--- src/rtl/serial_word_feeder.sv ---
// Parallel-to-serial feeder: buffers one WIDTH-bit word and shifts it out MSB-first, one bit per clock.
// Define SERIAL_FEEDER_PARITY_EN to append an even-parity bit to every frame.
module serial_word_feeder #(
   parameter int unsigned WIDTH      = 8,
   parameter logic        IDLE_LEVEL = 1'b1,
   parameter int unsigned GAP_CYCLES = 0
) (
   input  logic             clock,
   input  logic             reset,
   input  logic [WIDTH-1:0] data_in,
   input  logic             data_valid,
   output logic             data_ready,
   output logic             x_out,
   output logic             bit_valid,
   output logic             busy,
   output logic             frame_done
);

   localparam int unsigned      CNT_W    = $clog2(WIDTH + 1);
   localparam logic [CNT_W-1:0] LAST_BIT = CNT_W'(WIDTH - 1);
   localparam logic [3:0]       GAP_LAST = (GAP_CYCLES == 0) ? 4'd0 : 4'(int'(GAP_CYCLES) - 1);

   typedef enum logic [1:0] {
      ST_IDLE   = 2'd0,
      ST_SHIFT  = 2'd1,
`ifdef SERIAL_FEEDER_PARITY_EN
      ST_PARITY = 2'd2,
`endif
      ST_GAP    = 2'd3
   } state_t;

   state_t             state_q, state_d;
   logic [WIDTH-1:0]   hold_reg_q, hold_reg_d;
   logic               hold_full_q, hold_full_d;
   logic [WIDTH-1:0]   shift_q, shift_d;
   logic [CNT_W-1:0]   cnt_q, cnt_d;
   logic [3:0]         gap_q, gap_d;
`ifdef SERIAL_FEEDER_PARITY_EN
   logic               parity_q, parity_d;
`endif

   logic accept;
   logic load;
   logic end_frame;

   always_comb begin
      state_d     = state_q;
      hold_reg_d  = hold_reg_q;
      hold_full_d = hold_full_q;
      shift_d     = shift_q;
      cnt_d       = cnt_q;
      gap_d       = gap_q;
`ifdef SERIAL_FEEDER_PARITY_EN
      parity_d    = parity_q;
`endif
      load        = 1'b0;
      end_frame   = 1'b0;
      accept      = data_valid && !hold_full_q;

      // Acceptance only happens while empty, so it never collides with a reload.
      if (accept) begin
         hold_reg_d  = data_in;
         hold_full_d = 1'b1;
      end

      unique case (state_q)
         ST_IDLE: begin
            if (hold_full_q) load = 1'b1;
         end
         ST_SHIFT: begin
            shift_d = {shift_q[WIDTH-2:0], 1'b0};
            cnt_d   = cnt_q + CNT_W'(1);
            if (cnt_q == LAST_BIT) begin
`ifdef SERIAL_FEEDER_PARITY_EN
               state_d = ST_PARITY;
`else
               end_frame = 1'b1;
`endif
            end
         end
`ifdef SERIAL_FEEDER_PARITY_EN
         ST_PARITY: begin
            end_frame = 1'b1;
         end
`endif
         ST_GAP: begin
            gap_d = gap_q + 4'd1;
            if (gap_q == GAP_LAST) begin
               if (hold_full_q) load = 1'b1;
               else             state_d = ST_IDLE;
            end
         end
         default: state_d = ST_IDLE;
      endcase

      if (end_frame) begin
         if (GAP_CYCLES > 0) begin
            state_d = ST_GAP;
            gap_d   = 4'd0;
         end else if (hold_full_q) begin
            load = 1'b1;
         end else begin
            state_d = ST_IDLE;
         end
      end

      if (load) begin
         shift_d     = hold_reg_q;
         cnt_d       = '0;
         hold_full_d = 1'b0;
         state_d     = ST_SHIFT;
`ifdef SERIAL_FEEDER_PARITY_EN
         parity_d    = ^hold_reg_q;
`endif
      end
   end

   always_ff @(posedge clock or negedge reset) begin
      if (!reset) begin
         state_q     <= ST_IDLE;
         hold_reg_q  <= '0;
         hold_full_q <= 1'b0;
         shift_q     <= '0;
         cnt_q       <= '0;
         gap_q       <= '0;
`ifdef SERIAL_FEEDER_PARITY_EN
         parity_q    <= 1'b0;
`endif
      end else begin
         state_q     <= state_d;
         hold_reg_q  <= hold_reg_d;
         hold_full_q <= hold_full_d;
         shift_q     <= shift_d;
         cnt_q       <= cnt_d;
         gap_q       <= gap_d;
`ifdef SERIAL_FEEDER_PARITY_EN
         parity_q    <= parity_d;
`endif
      end
   end

   // Outputs decode registered state only; data_ready is the sole path from a flag.
   always_comb begin
      x_out      = IDLE_LEVEL;
      bit_valid  = 1'b0;
      frame_done = 1'b0;
      unique case (state_q)
         ST_SHIFT: begin
            x_out     = shift_q[WIDTH-1];
            bit_valid = 1'b1;
`ifndef SERIAL_FEEDER_PARITY_EN
            frame_done = (cnt_q == LAST_BIT);
`endif
         end
`ifdef SERIAL_FEEDER_PARITY_EN
         ST_PARITY: begin
            x_out      = parity_q;
            bit_valid  = 1'b1;
            frame_done = 1'b1;
         end
`endif
         default: ;
      endcase
   end

   assign data_ready = !hold_full_q;
   assign busy       = (state_q != ST_IDLE) || hold_full_q;

endmodule

--- config.mk ---
export PLATFORM = sky130hd
export DESIGN_NAME = serial_word_feeder
export DESIGN_NICKNAME = d
export VERILOG_FILES = /design/src/rtl/serial_word_feeder.sv
export SDC_FILE = /design/constraint.sdc
export NUM_CORES = 1
export LEC_CHECK = 0
export BUFFER_PORTS_ARGS = -buffer_cell sky130_fd_sc_hd__clkbuf_2
export CORE_UTILIZATION = 50
export CTS_CLUSTER_DIAMETER = 100
export DETAILED_ROUTE_END_ITERATION = 8
export PLACE_DENSITY = 0.7
export SYNTH_ARGS = -nofsm -noshare
export SYNTH_HDL_FRONTEND = slang
export SYNTH_SLANG_ARGS = --single-unit
--- constraint.sdc ---
create_clock -name clock -period 5.29 [get_ports clock]
set_clock_uncertainty 0.2 [all_clocks]
set_input_delay 0.7935 -clock clock [delete_from_list [all_inputs] [get_ports clock]]
set_output_delay 0.7935 -clock clock [all_outputs]
set_load 0.01 [all_outputs]
# --- Word-level counts from Yosys, hierarchy flattened ---
# Cells that the tools add are included.
classes:
  n_reduce_logical: 9
  eq_ne: 3
  mux: 22
  add_sub_neg: 2
ops:
  columns: ["op", "n"]
  rows:
  - ["$mux W8", 2]
  - ["$mux W1", 11]
  - ["$mux W2", 5]
  - ["$add A4 B1 Y4 const B", 2]
  - ["$mux W4", 2]
  - ["$reduce_bool A2 Y1", 3]
  - ["$eq A4 B3 Y1 const B", 1]
  - ["$logic_not A4 Y1", 1]
  - ["$pmux W2 S2", 1]
  - ["$eq A2 B1 Y1 const B", 1]
  - ["$eq A2 B2 Y1 const B", 1]
  - ["$logic_not A2 Y1", 1]
  - ["$pmux W1 S2", 1]
  - ["$reduce_or A2 Y1", 1]
  - ["$logic_and A1 B1 Y1", 1]
  - ["$logic_not A1 Y1", 1]
  - ["$logic_or A1 B1 Y1", 1]
word_totals:
  reg_bits: 27
  elab_cells: 42
  output_inout_bits: 5
  inputBits: 11

# --- Logic depth before layout (Yosys ltp) ---
logic_depth:
  word_depth: 6
  depth_mapped: 7
  depth_no_buf: 6

# --- Worst setup path after synthesis ---
# Ideal clock, no wire load.
synth_path:
  path_kind: "flip-flop to output port"
  startpoint: "reg state_q[1]"
  endpoint: "out x_out"
  t_arrival_ps: 1294
  n_path_buf: 1
  setup_slack_ps: 3003
  required_ps: 4297
  stages_incl_launch_ff: 5
  path_cell_list: "dfrtp_1 -> inv_1 -> ha_1 -> clkbuf_1 -> nand2b_1"
synth_between:
  elab_chain_len: 2
synth_lines:
  columns: ["element", "line", "source"]
  rows:
  - ["from (decl)", "32", "state_t state_q, state_d;"]
  - ["from (signal assigned)", "130", "state_q <= state_d;"]
  - ["$eq A2 B1 Y1", "147", "unique case (state_q)"]
  - ["$mux W1", "147", null]
  - ["to (decl)", "13", "output logic x_out,"]
# No other way between the ends.

# --- Worst setup path after layout ---
layout_path:
  startpoint: "reg state_q[1]"
  endpoint: "out frame_done"
layout_between:
  elab_chain_len: 2
layout_lines:
  columns: ["element", "line", "source"]
  rows:
  - ["$eq A2 B1 Y1", "147", null]
  - ["$mux W1", "147", null]
  - ["to (decl)", "16", "output logic frame_done"]
# No other way between the ends.

==> results.yml <==
placed_design:
  dp_slack_ns: 2.572
  place_area_um2: 1434
  gp_congestion: 0.7505
  dpl.hpwl_um: 1486
  dpl.cell_count: 142
  port_buffers: 15
floorplan:
  die_width_um: 53.77
  io_pins: 16
  core_area_um2: 2500
  dieArea_um2: 2891
  row_count: 18
  initial_core_util_pct: 53.60
  die_h_um: 53.77
drt:
  ant_nets: 0
  wirelength_um: 1939
  wl_per_cell_um: 13.28
  met2_length_um: 967
  dr_wl_met3_um: 87
  drc: 0
  vias: 777
  top_layer: "met4"
  drt-initial-drc-count: 2
  via_per_inst: 5.322
  dr.pass1.iters: 4
  wl_met1_um: 868
synthesis:
  synth_cell_types: 27
  synth_nets: 119
  synth_warnings: 0
  yosysSeqAreaShare_pct: 50.42
  syn-mean-instance-area_um2: 13.40
  yosysTopAreaCellShare_pct: 50.42
  async_flop_share_pct: 100.0
  yosys.area.top_type: "dfrtp_1"
  synthCells: 100
  synth.area.top_cells: "dfrtp_1, mux2_2, ha_1"
  synth-main-ff-cell: "dfrtp_1"
  synth_edf_count: 0
  ys_ff_latch: 27
  syn-cell-area_um2: 1340
grt:
  grt_pass1_vias: 801
  grt_usage_pct: 17.07
  antenna_found_initial: 0
  grt-ovfl-total: 0
  grt_max_degree: 28
  grt_pass1_wl_um: 3491
final_layout:
  area.growth.synth_to_final_pct: 8.964
  regArea_um2: 675.6
  drive_gt1_share_pct: 38.79
  finalNonFillerCells: 146
  num_antenna_cells: 0
  fin_area_um2: 1460
  final_nets: 136
  multi_input_area_um2: 623.1
  nFillCells: 206
setup_path:
  worstSetupEndpointType: "output port"
  crit_start: "state_q[1]"
  crit_end: "frame_done"
  rrSetupSlack_ns: 2.71
  cp-start-kind: "flop"
  cp.arrival_ns: 2.07
  cp.required_ns: 4.30
  crit_type: "reg2out"
  reg2reg_from: "state_q[1]"
  ff2ff_path_depth: 6
  cp_max_fo: 15
  r2r_end: "shift_q[2]"
sta:
  tightest_slew_ns: 0.7415
  final.period_utilization_pct: 57.89
  relSlewSlack_pct: 50.57
  final-setup-viol-count: 0
  timing.hold.ws_ns: 0.2807
  max_clock_freq_mhz: 326.6
  finalSetupTns_ns: 0
  rsz0062_at_grt: "false"
  setup_slack_ns: 2.228
  final-max-slew-violation-count: 0
  hold_viol_final: 0
  period_needed_ns: 3.062
clock_tree:
  cts_tree: "yes"
  clockBufferDepth: 2
  htreeDepth: 1
  insertion_delay_ns: 0.31
  path_clk_slew_ns: 0.14
  post_cts_buffers: 0
  ctsResizeCount: 0
  clock-sinks: 27
  clockRootBuffer: "clkbuf_4"
  ctsHoldBuffers: 0
  cts_buffers: 3
outcome:
  status: "finished, final reports clean"
pwr:
  p_leak_nw: 0.7081
  ir_drop_v: 0.0002954
  p_per_area_nw_per_um2: 476.7
hold_path:
  hold_path_class: "in2async"
job:
  maxCapViolCount: 0
## per-stage QoR
step                       power, W  utilization, %
after floorplan           0.0005637               -
after global placement    0.0006080           57.36
after detailed placement  0.0006239           57.36
after CTS                 0.0007097           58.41
after global routing      0.0007520           58.41
final                     0.0006961           58.41
## logic make-up after synthesis
family	Yosys count	synth area share, %
XOR/XNOR	6	3.922
buffers and inverters	9	3.081
AO/OA/AOI/OAI	7	4.669
AND/OR/NAND/NOR	19	9.430
adder cells (fa/ha/maj)	8	7.470
multiplexers	24	21.01
flip-flops	27	50.42
## area by class of cell
class / instances / share of cell area (%)
repair buffers: 15 / 5.141
clock buffers: 4 / 1.799
multi-input cells: 64 / 42.67
well taps: 30 / 2.571
flip-flops and latches: 27 / 46.27
inverters: 6 / 1.542
## flip-flops by register name (all words and copies together), names as in the netlist
| name | count |
|---|---|
| gap_q | 4 |
| state_q | 2 |
| hold_full_q | 1 |
| cnt_q | 4 |
| hold_reg_q | 8 |
| shift_q | 8 |
## critical path: stages (launching register included)
cell      delay (ns)
dfrtp_1         0.43
inv_1           0.13
ha_1            0.57
nand2_2         0.18
nor3b_4         0.27
clkbuf_2        0.17
## worst min path at each step
stage,end,depth (start not counted)
floorplan,gap_q[3],1
global placement,gap_q[3],1
detailed placement,gap_q[3],1
CTS,hold_full_q,1
global route,gap_q[3],1
finish,cnt_q[2],1
## power by group
part           switching [W]  internal [W]
clock network      0.0000558     0.0000294
logic               0.000107      0.000167
registers          0.0000520      0.000285
total               0.000214      0.000482
## layer usage
layer | up-vias | GRT usage, %
met3 | 2 | 3.390
met4 | 0 | 7.018
li1 | 375 | -
met1 | 388 | 21.84
met2 | 12 | 27.98
met5 | - | 0
## Yosys cell counts, drive strengths merged, types with 2 or more instances
| cell type | count |
|---|---|
| dfrtp | 27 |
| mux2 | 24 |
| ha | 8 |
| inv | 6 |
| and2 | 4 |
| nand2 | 4 |
| xnor2 | 4 |
| nor2b | 3 |
| clkbuf | 2 |
| nand4 | 2 |
| o31ai | 2 |
| xor2 | 2 |
## placed cells by master, fill, tap and decap left out, drive strengths merged
| cell | n |
|---|---|
| and4b | 1 |
| xor2 | 2 |
| and2 | 4 |
| nor2b | 3 |
| xnor2 | 4 |
| a31oi | 1 |
| mux2 | 24 |
| a21oi | 1 |
| nor3 | 1 |
| nand2b | 1 |
| nand4 | 2 |
| nor4b | 1 |
| o21ai | 1 |
| nor2 | 1 |
| dfrtp | 27 |
| nand2 | 4 |
| nor3b | 1 |
| o21a | 1 |
| o311a | 1 |
| inv | 6 |
| clkbuf | 19 |
| ha | 8 |
| o31ai | 2 |
(Power assumes the default switching activity.)
